==> config.mk <==
export PLATFORM = sky130hd
export DESIGN_NAME = warp_scheduler
export DESIGN_NICKNAME = d
export VERILOG_FILES = /design/src/rtl/sched_pkg.sv /design/src/rtl/warp_scheduler_rr_arbiter.sv /design/src/rtl/warp_scheduler.sv
export SDC_FILE = /design/constraint.sdc
export NUM_CORES = 1
export LEC_CHECK = 0
export CORE_MARGIN = 2
export CORE_UTILIZATION = 40
export DETAILED_ROUTE_END_ITERATION = 10
export PLACE_DENSITY = 0.67
export SLEW_MARGIN = 20
export SYNTH_ARGS = -nofsm -noshare
export SYNTH_HDL_FRONTEND = slang
export SYNTH_HIERARCHICAL = 1
export SYNTH_SLANG_ARGS = --single-unit
==> constraint.sdc <==
create_clock -name clk -period 3.3 [get_ports clk]
set_clock_uncertainty 0.2 [all_clocks]
set_input_delay 0.825 -clock clk [delete_from_list [all_inputs] [get_ports clk]]
set_output_delay 0.825 -clock clk [all_outputs]
set_load 0.1 [all_outputs]
==> src/rtl/sched_pkg.sv <==
// Shared definitions for the warp issue scheduler: default sizing, the
// warp index type and the two-state issue FSM encoding.
package sched_pkg;

  localparam int NUM_WARPS = 4;
  localparam int WARP_ID_W = 2;

  typedef logic [WARP_ID_W-1:0] warp_id_t;

  // IDLE: issue slot empty. HOLD: issue slot presents a selected warp.
  typedef enum logic [0:0] {
    IDLE = 1'b0,
    HOLD = 1'b1
  } state_e;

endpackage

==> src/rtl/warp_scheduler_rr_arbiter.sv <==
// Combinational round-robin picker: returns the first requesting warp found
// scanning upward from rr_ptr_i + 1, wrapping modulo NUM_WARPS.
module rr_arbiter #(
  parameter int NUM_WARPS = 4,
  parameter int IDX_W     = 2
) (
  input  logic [NUM_WARPS-1:0] req_i,
  input  logic [IDX_W-1:0]     rr_ptr_i,
  output logic [NUM_WARPS-1:0] grant_o,
  output logic [IDX_W-1:0]     idx_o,
  output logic                 any_o
);

  int               cand_s;
  logic [IDX_W-1:0] cand_idx_s;

  // Scan the NUM_WARPS candidates in priority order and keep the first hit.
  always_comb begin
    grant_o    = '0;
    idx_o      = '0;
    any_o      = 1'b0;
    cand_s     = 0;
    cand_idx_s = '0;
    for (int i = 1; i <= NUM_WARPS; i++) begin
      cand_s     = (int'(rr_ptr_i) + i) % NUM_WARPS;
      cand_idx_s = IDX_W'(cand_s);
      if (!any_o && req_i[cand_idx_s]) begin
        grant_o[cand_idx_s] = 1'b1;
        idx_o               = cand_idx_s;
        any_o               = 1'b1;
      end else begin
        any_o = any_o;
      end
    end
  end

endmodule

==> src/rtl/warp_scheduler.sv <==
// Per-cycle warp issue arbiter. Picks one eligible warp round-robin, holds it
// on a valid/ready issue port, pops its instruction buffer on handshake and
// blocks the issued warp for BLOCK_CYCLES to hide the scoreboard update lag.
module warp_scheduler #(
  parameter int NUM_WARPS    = sched_pkg::NUM_WARPS,
  parameter int WARP_ID_W    = sched_pkg::WARP_ID_W,
  parameter int BLOCK_CYCLES = 1,
  parameter int CNT_W        = 16
) (
  input  logic                 clk,
  input  logic                 rst_n,
  input  logic [NUM_WARPS-1:0] ready_warps,
  input  logic [NUM_WARPS-1:0] buf_valid,
  input  logic                 launch_valid,
  input  logic [NUM_WARPS-1:0] launch_mask,
  input  logic                 retire_valid,
  input  logic [WARP_ID_W-1:0] retire_id,
  output logic                 issue_valid,
  input  logic                 issue_ready,
  output logic [WARP_ID_W-1:0] issue_warp_id,
  output logic [NUM_WARPS-1:0] issue_grant,
  output logic [NUM_WARPS-1:0] buf_pop,
  output logic [NUM_WARPS-1:0] active_warps,
  output logic [CNT_W-1:0]     issue_count,
  output logic [CNT_W-1:0]     stall_count
);

  import sched_pkg::*;

  // Cooldown counter must be able to hold BLOCK_CYCLES.
  localparam int CD_W = (BLOCK_CYCLES < 2) ? 1 : $clog2(BLOCK_CYCLES + 1);
  localparam logic [CD_W-1:0]      CD_LOAD  = CD_W'(BLOCK_CYCLES);
  localparam logic [NUM_WARPS-1:0] ONE_HOT0 = {{(NUM_WARPS-1){1'b0}}, 1'b1};
  localparam logic [CNT_W-1:0]     CNT_ONE  = {{(CNT_W-1){1'b0}}, 1'b1};

  // Registers
  state_e                         state_q, state_d;
  logic [WARP_ID_W-1:0]           id_q, id_d;
  logic [WARP_ID_W-1:0]           rr_ptr_q, rr_ptr_d;
  logic [NUM_WARPS-1:0]           active_q, active_d;
  logic [NUM_WARPS-1:0][CD_W-1:0] cd_q, cd_d;
  logic [CNT_W-1:0]               issue_count_q, issue_count_d;
  logic [CNT_W-1:0]               stall_count_q, stall_count_d;

  // Combinational helpers
  logic                 valid_s;
  logic                 hs_s;
  logic [NUM_WARPS-1:0] held_oh_s;
  logic [NUM_WARPS-1:0] retire_oh_s;
  logic                 retire_held_s;
  logic [NUM_WARPS-1:0] cd_zero_s;
  logic [NUM_WARPS-1:0] req_s;
  logic [NUM_WARPS-1:0] pick_grant_s;
  logic [WARP_ID_W-1:0] pick_idx_s;
  logic                 pick_any_s;

  assign valid_s       = (state_q == HOLD);
  assign hs_s          = valid_s & issue_ready;
  assign held_oh_s     = ONE_HOT0 << id_q;
  assign retire_oh_s   = retire_valid ? (ONE_HOT0 << retire_id) : '0;
  assign retire_held_s = valid_s & retire_valid & (retire_id == id_q);

  // Eligibility: the held warp is never a candidate, so a handshake edge
  // always moves on to a different warp.
  always_comb begin
    cd_zero_s = '0;
    for (int w = 0; w < NUM_WARPS; w++) begin
      cd_zero_s[w] = (cd_q[w] == '0);
    end
    req_s = active_q & buf_valid & ready_warps & cd_zero_s
          & ~(valid_s ? held_oh_s : '0);
  end

  rr_arbiter #(
    .NUM_WARPS (NUM_WARPS),
    .IDX_W     (WARP_ID_W)
  ) u_rr_arbiter (
    .req_i    (req_s),
    .rr_ptr_i (rr_ptr_q),
    .grant_o  (pick_grant_s),
    .idx_o    (pick_idx_s),
    .any_o    (pick_any_s)
  );

  // Issue FSM: load a pick when idle or on handshake, hold otherwise,
  // and drop the slot if the held warp retires without being accepted.
  always_comb begin
    state_d  = state_q;
    id_d     = id_q;
    rr_ptr_d = rr_ptr_q;
    case (state_q)
      IDLE: begin
        if (pick_any_s) begin
          state_d = HOLD;
          id_d    = pick_idx_s;
        end else begin
          state_d = IDLE;
        end
      end
      HOLD: begin
        if (hs_s) begin
          rr_ptr_d = id_q;
          if (pick_any_s) begin
            state_d = HOLD;
            id_d    = pick_idx_s;
          end else begin
            state_d = IDLE;
          end
        end else if (retire_held_s) begin
          state_d = IDLE;
        end else begin
          state_d = HOLD;
        end
      end
      default: begin
        state_d = IDLE;
      end
    endcase
  end

  // Active mask: retire clears, launch sets, launch wins on collision.
  always_comb begin
    active_d = (active_q & ~retire_oh_s) | (launch_valid ? launch_mask : '0);
  end

  // Cooldown: reload on issue of that warp, otherwise count down to zero.
  always_comb begin
    cd_d = cd_q;
    for (int w = 0; w < NUM_WARPS; w++) begin
      if (hs_s && (id_q == WARP_ID_W'(w))) begin
        cd_d[w] = CD_LOAD;
      end else if (cd_q[w] != '0) begin
        cd_d[w] = cd_q[w] - {{(CD_W-1){1'b0}}, 1'b1};
      end else begin
        cd_d[w] = cd_q[w];
      end
    end
  end

  // Saturating performance counters.
  always_comb begin
    if (hs_s && (issue_count_q != {CNT_W{1'b1}})) begin
      issue_count_d = issue_count_q + CNT_ONE;
    end else begin
      issue_count_d = issue_count_q;
    end
    if ((|active_q) && !valid_s && (stall_count_q != {CNT_W{1'b1}})) begin
      stall_count_d = stall_count_q + CNT_ONE;
    end else begin
      stall_count_d = stall_count_q;
    end
  end

  // State registers with asynchronous reset; warp 0 has first priority.
  always_ff @(posedge clk or negedge rst_n) begin
    if (!rst_n) begin
      state_q       <= IDLE;
      id_q          <= '0;
      rr_ptr_q      <= WARP_ID_W'(NUM_WARPS - 1);
      active_q      <= '0;
      cd_q          <= '0;
      issue_count_q <= '0;
      stall_count_q <= '0;
    end else begin
      state_q       <= state_d;
      id_q          <= id_d;
      rr_ptr_q      <= rr_ptr_d;
      active_q      <= active_d;
      cd_q          <= cd_d;
      issue_count_q <= issue_count_d;
      stall_count_q <= stall_count_d;
    end
  end

  assign issue_valid   = valid_s;
  assign issue_warp_id = id_q;
  assign issue_grant   = valid_s ? held_oh_s : '0;
  assign buf_pop       = hs_s ? held_oh_s : '0;
  assign active_warps  = active_q;
  assign issue_count   = issue_count_q;
  assign stall_count   = stall_count_q;

endmodule

# Word level (Yosys, flattened, before mapping)
# Cells that the tools add are included.
word_totals:
  register_bits: 45
  word_cells: 101
  out_inout_bits: 47
op_classes:
  order_cmp: 4
  shifts: 2
  n_addsub: 10
  bitwise_logic: 16
  n_eq_ne: 7
  n_reduce_logical: 17
  n_mux: 35
ops:
  columns: ["cell", "count"]
  rows:
  - ["16-bit by 1-bit adder with 16-bit output, second input constant", 2]
  - ["16-bit inequality test, second input constant", 2]
  - ["4-bit bitwise AND", 5]
  - ["1-bit 2-to-1 mux", 19]
  - ["4-bit 2-to-1 mux", 4]
  - ["2-bit by 3-bit less-than comparator with 1-bit output, second input constant", 4]
  - ["2-bit 2-to-1 mux", 6]
  - ["1-bit logical AND", 10]
  - ["1-bit binary-select mux with 2-bit select", 4]
  - ["4-bit NOT", 2]
  - ["1-bit by 2-bit << shifter with 4-bit output, first input constant", 2]
  - ["1-bit NOT", 5]
  - ["2-bit by 1-bit adder with 2-bit output, second input constant", 2]
  - ["2-bit adder, second input constant", 2]
  - ["2-bit equality test, second input constant", 2]
  - ["1-bit logical NOT", 4]
  - ["4-bit bitwise OR", 1]
  - ["2-bit one-hot mux with 2 select lines", 1]
  - ["4-bit OR reduction", 1]
  - ["1-bit subtractor, second input constant", 4]
  - ["1-bit bitwise AND", 3]
  - ["2-bit by 1-bit equality test with 1-bit output, second input constant", 1]
  - ["2-bit equality test", 1]
  - ["2-bit logical NOT", 1]
  - ["3 further kinds", 3]

# Longest topological paths before layout
# Gate-level depths: netlist of the first run.
depth:
  ltp_word: 19
  depth_mapped: 11
  ltp_nobuf: 9

# Cells and area by module
# The synthesis of the first run kept the hierarchy.
by_module_without_submodules:
  columns: ["mod", "n_inst", "cells_each", "seq_area_each_um2", "area_per_inst_um2"]
  rows:
  - ["warp_scheduler", 1, 179, 1128.6, 2103.3]
  - ["rr_arbiter", 1, 68, 0.0, 525.5]

# Least setup slack after synthesis of the first run
# Ideal clock, no wire load.
synth_path:
  path_kind: "register to register"
  startpoint: "reg state_q, in the netlist issue_valid"
  endpoint: "reg id_q[0], in the netlist issue_warp_id[0]"
  stages_incl_launch_ff: 8
  arrival_ns: 5.314
  setup_slack_ns: -2.338
  path_cell_list: "dfrtp_1 -> inv_1 -> nor3b_1 -> nor2_1 -> mux4_2 -> a21boi_0 -> o31a_1 -> mux2_2"
synth_via:
  elab_chain_len: 18
synth_lines:
  columns: ["element", "line_no", "rtl"]
  rows:
  - ["start: declaration", "warp_scheduler.sv:37", "state_e state_q, state_d;"]
  - ["start signal: assignment", "warp_scheduler.sv:165", "state_q <= state_d;"]
  - ["4-bit 2-to-1 mux *", null, null]
  - ["net issue_grant[1]", "warp_scheduler.sv:21", "output logic [NUM_WARPS-1:0] issue_grant,"]
  - ["4-bit NOT *", "warp_scheduler.sv:71", "& ~(valid_s ? held_oh_s : '0);"]
  - ["4-bit bitwise AND *", "warp_scheduler.sv:71", null]
  - ["net req_s[1]", "warp_scheduler.sv:52", "logic [NUM_WARPS-1:0] req_s;"]
  - ["1-bit binary-select mux with 2-bit select", "warp_scheduler_rr_arbiter.sv:27", "if (!any_o && req_i[cand_idx_s]) begin"]
  - ["1-bit 2-to-1 mux (implied by the code)", "warp_scheduler_rr_arbiter.sv:27", null]
  - ["1-bit 2-to-1 mux", "warp_scheduler_rr_arbiter.sv:27", null]
  - ["[5 not listed]", null, null]
  - ["1-bit 2-to-1 mux", "warp_scheduler_rr_arbiter.sv:27", null]
  - ["1-bit logical NOT", "warp_scheduler_rr_arbiter.sv:27", null]
  - ["1-bit logical AND", "warp_scheduler_rr_arbiter.sv:27", null]
  - ["2-bit 2-to-1 mux *", "warp_scheduler_rr_arbiter.sv:27", null]
  - ["net pick_idx_s[0]", "warp_scheduler.sv:54", "logic [WARP_ID_W-1:0] pick_idx_s;"]
  - ["2-bit 2-to-1 mux *", "warp_scheduler.sv:93, warp_scheduler.sv:103", null]
  - ["2-bit 2-to-1 mux", "warp_scheduler.sv:101", "if (hs_s) begin"]
  - ["2-bit one-hot mux with 2 select lines *", "warp_scheduler.sv:91", "case (state_q)"]
  - ["end signal: assignment", "warp_scheduler.sv:166", "id_q <= id_d;"]
  - ["end: declaration", "warp_scheduler.sv:38", "logic [WARP_ID_W-1:0] id_q, id_d;"]
# Mark *: on every way through the listed nets, which the timed path passes. The rest lies on a longest branch. The select of a mux whose other input is x is not followed.
# A chain may end at the register's enable or synchronous reset.

# Worst setup path in the final report of the first run
layout_path:
  startpoint: "in issue_ready"
  endpoint: "out buf_pop[2]"
layout_via:
  elab_chain_len: 2
layout_lines:
  columns: ["element", "line_no", "rtl"]
  rows:
  - ["start: declaration", "warp_scheduler.sv:19", "input logic issue_ready,"]
  - ["1-bit bitwise AND", "warp_scheduler.sv:58", "assign hs_s = valid_s & issue_ready;"]
  - ["4-bit 2-to-1 mux", "warp_scheduler.sv:178", "assign buf_pop = hs_s ? held_oh_s : '0;"]
  - ["end: declaration", "warp_scheduler.sv:22", "output logic [NUM_WARPS-1:0] buf_pop,"]
# Every way passes these cells.

==> flow_summary.json, run 1 <==
{
  "status": "finished clean",
  "grt_use_total": 0.180,
  "grt_pass1_wl_um": 9210,
  "viasPerCell": 5.34,
  "place.port_buffers": 65,
  "rows": 28,
  "min_period_ns": 3.06,
  "grt_pass1_vias": 1926,
  "cts_tree": "yes",
  "critPathCaptureType": "output port",
  "yosysWarnings": 6,
  "cts_inserted_buffers": 5,
  "cp-start-kind": "input pin",
  "core_um2": 5820,
  "grt_max_degree": 24,
  "finalWeightedCongestion": 0.891,
  "cap_violations": 0,
  "initial_core_util": 0.407,
  "h-tree-depth": 2,
  "synth_area_um2": 2370,
  "timing.final.crit_share": 0.927,
  "wl_per_cell_um": 15.1,
  "hold_viol": 0,
  "final_area_um2": 3180,
  "setup_viol": 0,
  "cts_setup_buffers": 0,
  "num_vias": 1940,
  "antenna_found_initial": 0,
  "drt_drc_violations_left": 0,
  "clock_sinks": 45,
  "worst_slack_ns": 0.239,
  "synthesis.nets": 239,
  "initialDrtViolationCount": 89,
  "crit_type": "in -> out",
  "drive_above_1_share": 0.326,
  "ir_worst_vdd_mv": 0.745,
  "power_leakage_nw": 1.39,
  "clockRootBuffer": "clkbuf_8",
  "crit_arrival_ns": 2.04,
  "maxSlewViolCount": 0,
  "syn_area_per_cell_um2": 10.9,
  "die_area_um2": 6560,
  "rsz0062_at_grt": "no",
  "required_ns": 2.27,
  "nets": 309,
  "critical_path.max_fanout": 4,
  "slew_headroom": 0.620,
  "cts-hold-fix-buffers": 0,
  "ios": 66,
  "clk_pin_slew_ns": 0.08,
  "dpl_worst_slack_ns": 0.237,
  "globalRouteOverflowTotal": 0,
  "die_w_um": 81.0,
  "firstDrtPassIters": 6,
  "power.density_nw_per_um2": 914,
  "area_delta_synth_final_pct": 34.2,
  "cts_buffer_depth": 2,
  "clock.fmax_mhz": 327,
  "dpl.hpwl_um": 4070,
  "fp.dieH_um": 81.0,
  "routed_wl_um": 5490,
  "whs_ns": 0.296,
  "clkLatencyLatePin_ns": 0.29,
  "post_dp_cell_area_um2": 3090,
  "hp-class": "in -> async",
  "diodes": 0,
  "antenna_left": 0,
  "cts_resized": 0,
  "worst_pin_slew_ns": 0.566,
  "syn_inst": 217
}
## cell usage in the layout (no fill, tap or decap), types with 4 or more instances in the layout
cell / n
and3_1: 5
buf_12: 4
buf_4: 47
clkbuf_8: 6
clkdlybuf4s50_1: 17
dfrtp_1: 40
mux2_2: 5
nand2_1: 19
nand3_1: 11
nand4_1: 13
nand4b_1: 4
nor2_1: 11
nor3_1: 6
o21ai_0: 5
xnor2_1: 24
xor2_1: 7
## critical path, stage by stage
cell and delay (ns):
clkdlybuf4s50_1 0.53, nand2_2 0.10, nor3b_2 0.35, buf_12 0.22
## metrics by stage
step                instances  TNS [ns]  total power, mW  utilization
detailed placement        355         0             2.57        0.531
finish                    363         0             2.91        0.547
global route              363         0             3.05        0.547
CTS                       363         0             2.92        0.547
global placement          355         0             2.56        0.531
floorplan                 217    -0.107             2.24            -
## layer usage
metal,part of all wire,track usage,vias up
met5,0,0,-
met4,0.014,0.0610,0
met3,0.044,0.0411,11
met2,0.50,0.283,57
met1,0.44,0.244,954
li1,-,-,918
## power by group
group	internal [mW]	total [mW]	switching (mW)
registers	0.690	0.908	0.218
logic	0.446	1.65	1.20
clock network	0.171	0.349	0.178
total	1.31	2.91	1.60
## sequential cells by signal, indices dropped and copies added, names as in the netlist
signal         flops
active_warps       4
cd_q               4
issue_count       16
issue_valid        1
issue_warp_id      2
rr_ptr_q           2
stall_count       16
## path summary, 6_finish.rpt
path,startpoint,to,slack (ns),depth (start not counted)
min,rst_n,issue_count[6]$_DFFE_PN0P_,0.30,1
max,issue_ready,buf_pop[2],0.24,4
max reg2reg,issue_valid$_DFF_PN0_,issue_warp_id[0]$_DFFE_PN0P_,0.81,7
min reg2reg,issue_count[6]$_DFFE_PN0P_,issue_count[6]$_DFFE_PN0P_,0.30,1
min in group clk,issue_count[6]$_DFFE_PN0P_,issue_count[6]$_DFFE_PN0P_,0.30,1
max in group asynchronous,rst_n,issue_valid$_DFF_PN0_,2.02,2
## layout make-up
cell class / instances / area (um^2)
multi-input cells: 161 / 1220
clock buffers: 8 / 90.1
fillers: 541 / 2640
inverters: 5 / 22.5
repair buffers: 69 / 608
flip-flops and latches: 45 / 1140
well taps: 75 / 93.8
Power figures use the tool's default switching activity.
==> run 2: changes to the inputs <==
- CORE_UTILIZATION: 40 -> 45
- PLACE_DENSITY: 0.67 -> 0.77
- clock period: 3.3 -> 2.5 ns (I/O delays scaled with it)
==> flow_summary.json, run 2 (synthesis results as in run 1) <==
{
  "grt_max_degree": 28,
  "rsz0062_at_grt": "yes",
  "r2r-end": "issue_warp_id[0]$_DFFE_PN0P_",
  "clock.fmax_mhz": 403,
  "fillers": 398,
  "dpl_worst_slack_ns": -0.306,
  "crit_start": "buf_valid[2]",
  "die_area_um2": 5860,
  "antenna_found_initial": 0,
  "cp-start-kind": "input pin",
  "core_um2": 5110,
  "globalRouteOverflowTotal": 0,
  "die_w_um": 76.6,
  "rrSetupSlack_ns": 0.08,
  "path_cells": "clkdlybuf4s50_1 > nand4b_1 > nor2_1 > buf_4 > mux4_2 > a21boi_1 > o31a_1 > mux2_2",
  "cts_tree": "yes",
  "viasPerCell": 5.33,
  "grt_pass1_vias": 1995,
  "setup_viol": 0,
  "fp.dieH_um": 76.6,
  "critPathCapture": "issue_warp_id[0]$_DFFE_PN0P_",
  "whs_ns": 0.123,
  "initialDrtViolationCount": 52,
  "firstDrtPassIters": 4,
  "cts_inserted_buffers": 5,
  "critical_path.max_fanout": 7,
  "cap_violations": 0,
  "worst_slack_ns": 0.0172,
  "hold_viol": 0,
  "worst_pin_slew_ns": 0.603,
  "grt_pass1_wl_um": 9590,
  "dp.cells": 369,
  "timing.final.crit_share": 0.993,
  "grt_use_total": 0.202,
  "drive_above_1_share": 0.398,
  "required_ns": 2.50,
  "critPathCaptureType": "register",
  "num_vias": 2019,
  "ios": 66,
  "cp_slowest_cell": "mux4_2",
  "final_common_cell": "buf_4",
  "crit_path_max_incr_delay_ns": 0.48,
  "finalWeightedCongestion": 0.913,
  "crit_arrival_ns": 2.48,
  "nets": 330,
  "power.density_nw_per_um2": 1240,
  "power_leakage_nw": 1.54,
  "routed_wl_um": 5750,
  "wl_per_cell_um": 15.2,
  "cts-hold-fix-buffers": 0,
  "mostFrequentLayoutCells": "62 x buf_4, 38 x dfrtp_1, 24 x xnor2_1",
  "crit_type": "in -> reg",
  "status": "finished clean",
  "diodes": 0,
  "fin_total_pwr_mw": 4.31,
  "hp-class": "in -> async",
  "clock_sinks": 45,
  "h-tree-depth": 2,
  "ir_worst_vdd_mv": 0.990,
  "maxSlewViolCount": 0,
  "clkLatencyLatePin_ns": 0.30,
  "rows": 26,
  "worstRegToRegCells": 7,
  "tns_ns": 0,
  "slew_headroom": 0.598,
  "drt_drc_violations_left": 0,
  "clockRootBuffer": "clkbuf_8",
  "clk_pin_slew_ns": 0.09,
  "final_cells": 379,
  "reg2reg_from": "issue_valid$_DFF_PN0_",
  "area_delta_synth_final_pct": 46.7,
  "cts_buffer_depth": 2,
  "antenna_left": 0,
  "dpl.hpwl_um": 4460,
  "place.port_buffers": 65,
  "initial_core_util": 0.464,
  "min_period_ns": 2.48
}
==> run 2: cell types whose count changed in the layout (fill, tap and decap cells not counted), sizes merged <==
| cell | change |
|---|---|
| clkbuf | -3 |
| bufinv | +2 |
| clkdlybuf4s50 | -1 |
| clkinv | +1 |
| dlygate4sd2 | +1 |
| buf | +21 |
==> run 2: final cells by class <==
| class | instances | area, um^2 | area share |
|---|---|---|---|
| repair buffers | 90 | 840 | 0.241 |
| clock buffers | 5 | 68.8 | 0.0198 |
| clock inverters | 3 | 65.1 | 0.0187 |
| flip-flops and latches | 45 | 1140 | 0.329 |
| multi-input cells | 161 | 1250 | 0.360 |
| inverters | 5 | 22.5 | 0.00648 |
| well taps | 70 | 87.6 | 0.0252 |
==> run 2: timing repair <==
action,CTS,global route
buffers inserted,1,1
setup endpoints to repair,2,2
gates resized for setup,1,4
pin swaps,2,2
==> run 2: worst min path at each step <==
stage	slack, ns	to
2_1_floorplan	0.13	active_warps[0]$_DFF_PN0_
3_5_place_dp	0.29	issue_count[6]$_DFFE_PN0P_
3_3_place_gp	0.29	issue_count[6]$_DFFE_PN0P_
5_1_grt	0.16	issue_warp_id[1]$_DFFE_PN0P_
4_1_cts	0.14	cd_q[3]$_DFF_PN0_
6_report	0.12	cd_q[3]$_DFF_PN0_
==> run 2: report_power, final <==
part / total (mW) / leakage, nW / switching (mW) / internal (mW)
Clock: 0.653 / 0.0681 / 0.255 / 0.397
Combinational: 2.47 / 0.902 / 1.68 / 0.793
Sequential: 1.18 / 0.575 / 0.269 / 0.914
==> run 2: critical path, delay by kind of cell <==
family | cells | cell delay [ns]
buf+inv | 2 | 0.57
simple gates | 2 | 0.16
mux | 2 | 0.74
compound gates | 2 | 0.39
==> run 2: metal layers <==
layer | vias to the layer above | GRT usage | routed length [um]
met3 | 9 | 0.0438 | 302
li1 | 957 | - | -
met4 | 0 | 0.0509 | 74
met2 | 59 | 0.341 | 2840
met1 | 994 | 0.266 | 2530
met5 | - | 0 | 0
==> run 2: stage by stage <==
step,util,area [um^2]
final,0.681,3480
after global routing,0.681,3480
after CTS,0.677,3460
after detailed placement,0.650,3320
after global placement,0.650,3320
after floorplan,-,2470
